### config.mk
export PLATFORM = sky130hd
export DESIGN_NAME = forney_rr_scheduler
export DESIGN_NICKNAME = d
export VERILOG_FILES = /design/src/rtl/forney_rr_scheduler.sv
export SDC_FILE = /design/constraint.sdc
export NUM_CORES = 1
export LEC_CHECK = 0
export CORE_UTILIZATION = 44
export DETAILED_ROUTE_END_ITERATION = 7
export PLACE_DENSITY = 0.86
export SKIP_LAST_GASP = 1
export SYNTH_ARGS = -nofsm -noshare
export SYNTH_HDL_FRONTEND = slang
export SYNTH_SLANG_ARGS = --single-unit
### constraint.sdc
create_clock -name clk_i -period 6.9 [get_ports clk_i]
set_input_delay 0.69 -clock clk_i [delete_from_list [all_inputs] [get_ports clk_i]]
set_output_delay 0.69 -clock clk_i [all_outputs]
set_load 0.05 [all_outputs]
### src/rtl/forney_rr_scheduler.sv
// Round-robin scheduler sharing one pipelined Forney evaluator between the
// Chien-search lanes. Grants are registered toward the evaluator behind a
// valid/ready handshake; in-flight jobs are tracked per tag under a credit
// limit, and results are routed back as one-cycle done pulses.
module forney_rr_scheduler #(
    parameter int REQ_NB       = 32,
    parameter int DATA_W       = 10,
    parameter int MAX_INFLIGHT = 4,
    parameter int CNT_W        = 3,
    parameter int TAG_W        = $clog2(REQ_NB)
) (
    input  logic                     clk_i,
    input  logic                     rst_i,
    input  logic                     en_i,
    input  logic                     flush_i,
    input  logic [REQ_NB-1:0]        req_i,
    input  logic [REQ_NB*DATA_W-1:0] req_data_i,
    output logic [REQ_NB-1:0]        ack_o,
    output logic                     iss_valid_o,
    input  logic                     iss_ready_i,
    output logic [TAG_W-1:0]         iss_tag_o,
    output logic [DATA_W-1:0]        iss_data_o,
    input  logic                     res_valid_i,
    input  logic [TAG_W-1:0]         res_tag_i,
    input  logic [DATA_W-1:0]        res_data_i,
    output logic [REQ_NB-1:0]        done_o,
    output logic [DATA_W-1:0]        done_data_o,
    output logic [CNT_W-1:0]         inflight_o,
    output logic                     busy_o,
    output logic                     err_o
);

    typedef enum logic [1:0] {
        IDLE  = 2'd0,
        RUN   = 2'd1,
        DRAIN = 2'd2
    } state_t;

    state_t              state, state_nxt;
    logic [TAG_W-1:0]    ptr;
    logic [REQ_NB-1:0]   pending;
    logic [REQ_NB-1:0]   eligible;
    logic [REQ_NB-1:0]   grant_oh;
    logic [REQ_NB-1:0]   ret_oh;
    logic                can_grant;
    logic                found;
    logic                grant;
    logic [TAG_W-1:0]    grant_idx;
    logic                ret_ok;
    logic                spurious;

    // A requester already holding a job cannot be granted again until it returns.
    assign eligible  = req_i & ~pending;
    // The output register may be refilled in the same cycle it hands off.
    assign can_grant = (state == RUN) && (inflight_o < CNT_W'(MAX_INFLIGHT)) &&
                       (!iss_valid_o || iss_ready_i);
    assign grant     = can_grant && found;
    assign ret_ok    = res_valid_i && pending[res_tag_i];
    assign spurious  = res_valid_i && !pending[res_tag_i];
    assign busy_o    = (state != IDLE) || (inflight_o != '0);

    // Round-robin search: first eligible index at or after ptr, wrapping.
    always_comb begin
        logic [TAG_W:0]   sum;
        logic [TAG_W-1:0] idx;
        found     = 1'b0;
        grant_idx = '0;
        sum       = '0;
        idx       = '0;
        for (int k = 0; k < REQ_NB; k++) begin
            sum = {1'b0, ptr} + (TAG_W+1)'(k);
            if (sum >= (TAG_W+1)'(REQ_NB)) sum = sum - (TAG_W+1)'(REQ_NB);
            idx = sum[TAG_W-1:0];
            if (!found && eligible[idx]) begin
                found     = 1'b1;
                grant_idx = idx;
            end
        end
    end

    // One-hot decode of the granted index and the returning tag.
    always_comb begin
        grant_oh = '0;
        ret_oh   = '0;
        if (grant)  grant_oh[grant_idx] = 1'b1;
        if (ret_ok) ret_oh[res_tag_i]   = 1'b1;
    end

    // Sequencing: RUN grants, DRAIN waits for every outstanding job to return.
    always_comb begin
        state_nxt = state;
        case (state)
            IDLE:    if (en_i && !flush_i)     state_nxt = RUN;
            RUN:     if (flush_i || !en_i)     state_nxt = DRAIN;
            DRAIN:   if (inflight_o == '0)     state_nxt = IDLE;
            default:                           state_nxt = IDLE;
        endcase
    end

    // State register.
    always_ff @(posedge clk_i or posedge rst_i) begin
        if (rst_i) state <= IDLE;
        else       state <= state_nxt;
    end

    // Pointer, pending mask and credit counter; a grant and a return in the
    // same cycle cancel out on the counter.
    always_ff @(posedge clk_i or posedge rst_i) begin
        if (rst_i) begin
            ptr        <= '0;
            pending    <= '0;
            inflight_o <= '0;
        end else begin
            pending <= (pending | grant_oh) & ~ret_oh;
            if (grant)
                ptr <= (grant_idx == TAG_W'(REQ_NB-1)) ? '0 : grant_idx + TAG_W'(1);
            case ({grant, ret_ok})
                2'b10:   inflight_o <= inflight_o + CNT_W'(1);
                2'b01:   inflight_o <= inflight_o - CNT_W'(1);
                default: inflight_o <= inflight_o;
            endcase
        end
    end

    // Issue register toward the evaluator; holds tag/data under backpressure.
    always_ff @(posedge clk_i or posedge rst_i) begin
        if (rst_i) begin
            iss_valid_o <= 1'b0;
            iss_tag_o   <= '0;
            iss_data_o  <= '0;
            ack_o       <= '0;
        end else begin
            ack_o <= grant_oh;
            if (grant) begin
                iss_valid_o <= 1'b1;
                iss_tag_o   <= grant_idx;
                iss_data_o  <= req_data_i[grant_idx*DATA_W +: DATA_W];
            end else if (iss_ready_i) begin
                iss_valid_o <= 1'b0;
            end
        end
    end

    // Result return pulses and sticky error on results for idle tags.
    always_ff @(posedge clk_i or posedge rst_i) begin
        if (rst_i) begin
            done_o      <= '0;
            done_data_o <= '0;
            err_o       <= 1'b0;
        end else begin
            done_o <= ret_oh;
            if (ret_ok)   done_data_o <= res_data_i;
            if (spurious) err_o       <= 1'b1;
        end
    end

endmodule

==> impl.org <==
** Run status
- The flow ran to the end, but the final reports show violations.
- Violated checks :: DRC

** Clock tree
- For the worst-skew pair, the clock arrives at the later sink with an insertion delay of 0.46 ns.
- Once the clock tree was built, the setup fixing pass inserted 0 buffers.
- TritonCTS built the clock tree.
- Post-CTS repair changed the size of 0 cells.
- In this run, post-CTS hold repair placed 0 buffers.
- Clock Tree Buf Depth :: 2
- The H-tree was split into 4 levels.
- Clock tree synthesis found a total of ~130 sinks.
- After clock tree synthesis, the clock-pin slew on the worst setup and hold paths is approximately 0.08 ns.
- Clock tree synthesis inserted a total of 17 buffers.
- CTS placed an instance of sky130_fd_sc_hd__clkbuf_16 at the clock tree root.

** Hold path
- Capture endpoint of the worst hold path :: state[0]
- Min-delay worst type :: flip-flop to flip-flop
- Launch point of the worst hold path :: state[1]
- Min-Delay Path Depth :: 1

** Final layout
- Area grow syn2layout :: 52.2%
- The final layout contains around 3000 nets.
- Ratio of cells with drive above 1 in the final layout :: 0.207

** Synthesis
- Sequential-to-total area share from yosys stat :: 0.216
- Number of nets produced by synthesis :: about 2200
- Averaged over all synthesized cells, the footprint is a little over 8 um^2.
- Synthesis instantiated just over 100 different standard cells from the library.
- The cell area that synthesis handed to floorplanning was 15400 um^2.
- Cells after synthesis :: roughly 1900
- By area the synthesized netlist is led by sky130_fd_sc_hd__dfrtp_1 22%, sky130_fd_sc_hd__mux2i_1 9.1%, sky130_fd_sc_hd__mux4_2 6.7%, sky130_fd_sc_hd__nor2_1 4.4%, sky130_fd_sc_hd__nand2_1 4.3%.
- Ys flop type :: sky130_fd_sc_hd__dfrtp_1
- Of all flip-flops after synthesis, the portion carrying an async set or reset was 1.00.
- Post-synth top area share :: 0.216
- Yosys mapped a number of flops with a built-in enable equal to 0.
- The largest total area in the synthesized netlist belongs to sky130_fd_sc_hd__dfrtp_1.
- Yosys printed 0 warnings.
- After synthesis the netlist holds a flip-flop and latch count of roughly 130.

** Setup path
- Of all nets on the critical path, the largest fanout is 19.
- In this run the critical register-to-register path is captured at pending[15].
- Tracing the worst setup path back leads to its startpoint at ptr[2].
- Critical Path Start Type :: flip-flop
- Length in cells of the worst reg-to-reg path :: 21
- Data arrival, critical path :: 7.08 ns
- Setup slack, reg-to-reg :: 0.17 ns
- Data required time of the critical path :: approximately 7.3 ns
- The worst setup path is captured at a flip-flop.
- Reg-to-reg startpoint :: ptr[2]
- The critical path is of the flip-flop to flip-flop type.

** Route
- Starting DRC count in detailed routing :: between 3000 and 4000
- The first detailed-routing pass took 8 iterations.
- Summed over all layers, the routed wires come to a little under 100000 um.
- Via density :: ~6.9
- Final routed DRC violation total :: 11
- In the final routed layout, each cell accounts on average for 31.8 um.
- Once detail routing completed, the nets flagged for antenna violations numbered 0.
- Via count :: 21153

** STA
- Fmax :: roughly 150 MHz
- The count of final hold-check violations is 0.
- Dividing the final minimum period by the clock period gives 0.975.
- Measured against its own limit, the worst slew margin works out to 0.155.
- Number of slew-limit violations in the final report :: 0
- Setup repair after global routing left no endpoint under its margin.
- At the pin with the least slew margin, the transition time is ~1.3 ns.
- Worst Clk Skew :: roughly 0.014 ns
- Setup violations remaining at the end of the flow were counted as 0.
- Final min period :: roughly 6.7 ns
- Setup TNS :: 0 ns

** Die
- The initial utilization of the core area, before any placement, comes to 0.447.
- For this design the top-level I/O count stands at between 400 and 500.
- The die is about 190 um wide.
- Height of the die :: approximately 190 um
- DIE AREA :: between 30000 and 40000 um^2
- Placeable Area :: 34500 um^2
- The floorplan has between 60 and 70 rows.

** Global routing
- The via count of the first global-routing pass came to 20100.
- After global routing the overflow that remains totals 0.
- The number of antenna violations at the first check in global routing was 52.
- Largest net degree at the start of global routing :: roughly 120
- First-pass GRT wire length :: approximately 140000 um
- In the global route stage, overall resource usage came out at 0.538.

** Run
- Max capacitance violation total :: 0

** Placement
- During placement, the flow inserted port buffers numbering 467.
- Summed over all nets, the half-perimeter wirelength after detailed placement is between 70000 and 80000 um.
- Weighted congestion at the end of routability-driven global placement :: 1.25
[layout by cell type (no fill, tap or decap), drive strengths merged, types with 23 or more instances in the layout]
| master | instances |
|---|---|
| inv | 37 |
| nor2 | 181 |
| mux4 | 46 |
| a21oi | 49 |
| o22a | 26 |
| dfrtp | 133 |
| mux2i | 140 |
| and2 | 34 |
| o21ai | 63 |
| nand4 | 45 |
| nor2b | 28 |
| o22ai | 42 |
| a31oi | 23 |
| buf | 340 |
| nor3 | 61 |
| xnor2 | 30 |
| nand2 | 179 |
| nor4 | 46 |
| nand2b | 29 |
| clkdlybuf4s50 | 467 |
| diode | 54 |
| a211oi | 36 |
| mux2 | 30 |
| nand3b | 29 |
| nand3 | 55 |
[critical path: stages, from the launching register on]
cell,delay (ns)
sky130_fd_sc_hd__dfrtp_1,0.40
sky130_fd_sc_hd__buf_4,0.21
sky130_fd_sc_hd__inv_1,0.46
sky130_fd_sc_hd__ha_1,0.39
sky130_fd_sc_hd__inv_1,0.23
sky130_fd_sc_hd__buf_12,0.21
sky130_fd_sc_hd__mux4_2,0.31
sky130_fd_sc_hd__a32oi_1,0.28
sky130_fd_sc_hd__a21oi_1,0.27
sky130_fd_sc_hd__a211o_1,0.46
sky130_fd_sc_hd__or4_4,0.61
sky130_fd_sc_hd__or4_1,0.58
sky130_fd_sc_hd__buf_4,0.18
sky130_fd_sc_hd__a2bb2oi_1,0.13
sky130_fd_sc_hd__o32a_1,0.19
sky130_fd_sc_hd__nand2_1,0.26
sky130_fd_sc_hd__nand2_2,0.14
sky130_fd_sc_hd__buf_12,0.16
sky130_fd_sc_hd__buf_4,0.17
sky130_fd_sc_hd__nor2_1,0.65
sky130_fd_sc_hd__nor2_1,0.13
sky130_fd_sc_hd__nor2_1,0.20
[final cells by class]
class | instances | area, um^2
Sequential cell | 133 | 3330
Multi-Input combinational cell | 1559 | 11300
Clock inverter | 15 | 181
Timing Repair Buffer | 807 | 7390
Tap cell | 455 | 569
Antenna cell | 54 | 135
Clock buffer | 17 | 425
Fill cell | 2730 | 11000
Inverter | 27 | 106
[registers in the layout (all words and copies together) (netlist names)]
| name | flops |
|---|---|
| ack_o | 32 |
| done_o | 32 |
| pending | 32 |
| done_data_o | 10 |
| iss_data_o | 10 |
| iss_tag_o | 5 |
| ptr | 5 |
| inflight_o | 3 |
| state | 2 |
| err_o | 1 |
| iss_valid_o | 1 |
[through the flow]
step           cells  instance area [um^2]   util  hold WS (ns)  worst slack [ns]
6_report        3067                 23400  0.680         0.481             0.173
5_1_grt         3060                 23400  0.680         0.498             0.156
4_1_cts         3013                 23300  0.676         0.479             0.636
3_5_place_dp    2981                 22700  0.659         0.467             0.506
3_3_place_gp    2981                 22700  0.659         0.447             0.479
2_1_floorplan   1855                 15400      -         0.431             0.102
[cell families after synthesis]
logic type	Yosys count	synth area share
AOI/OAI and AO/OA	440	0.209
xor gates and xnor gates	38	0.0231
adders and majority gates	18	0.0151
buffers and inverters	163	0.0517
DFF	133	0.216
muxes	216	0.180
and+or+nand+nor	847	0.305
[synthesized netlist by cell type (all sizes together), types with 15 or more instances]
| cell | n |
|---|---|
| or4 | 15 |
| o22a | 26 |
| nand2 | 179 |
| xnor2 | 30 |
| a211oi | 36 |
| nor4 | 46 |
| ha | 17 |
| nor2b | 28 |
| and2 | 34 |
| inv | 27 |
| nor2 | 181 |
| a31oi | 23 |
| mux4 | 46 |
| nand2b | 29 |
| buf | 71 |
| and4 | 20 |
| nand3b | 29 |
| o21ai | 63 |
| a22oi | 18 |
| nand4 | 45 |
| or2 | 20 |
| dfrtp | 133 |
| mux2i | 140 |
| or3b | 20 |
| clkbuf | 65 |
| nand3 | 55 |
| nor3 | 61 |
| o22ai | 42 |
| a21oi | 49 |
| mux2 | 30 |
| o211ai | 17 |
[worst max-delay path by stage]
stage	end	slack [ns]	cells past startpoint
floorplan	inflight_o[2]	0.10	25
global placement	iss_data_o[8]	0.48	19
detailed placement	iss_data_o[8]	0.51	19
CTS	iss_data_o[8]	0.64	21
global route	pending[15]	0.16	20
finish	pending[15]	0.17	21
[routing by layer]
metal | global-route usage | wire length, um | vias to the layer above
li1 | - | - | 8662
met1 | 0.622 | 33300 | 10046
met2 | 0.774 | 40300 | 1867
met3 | 0.221 | 13500 | 566
met4 | 0.448 | 10400 | 12
met5 | 0.0110 | 146 | -
Power is left out: the tool's default activity adds up to more than one toggle a clock period on the data nets, which glitch-free logic cannot reach.
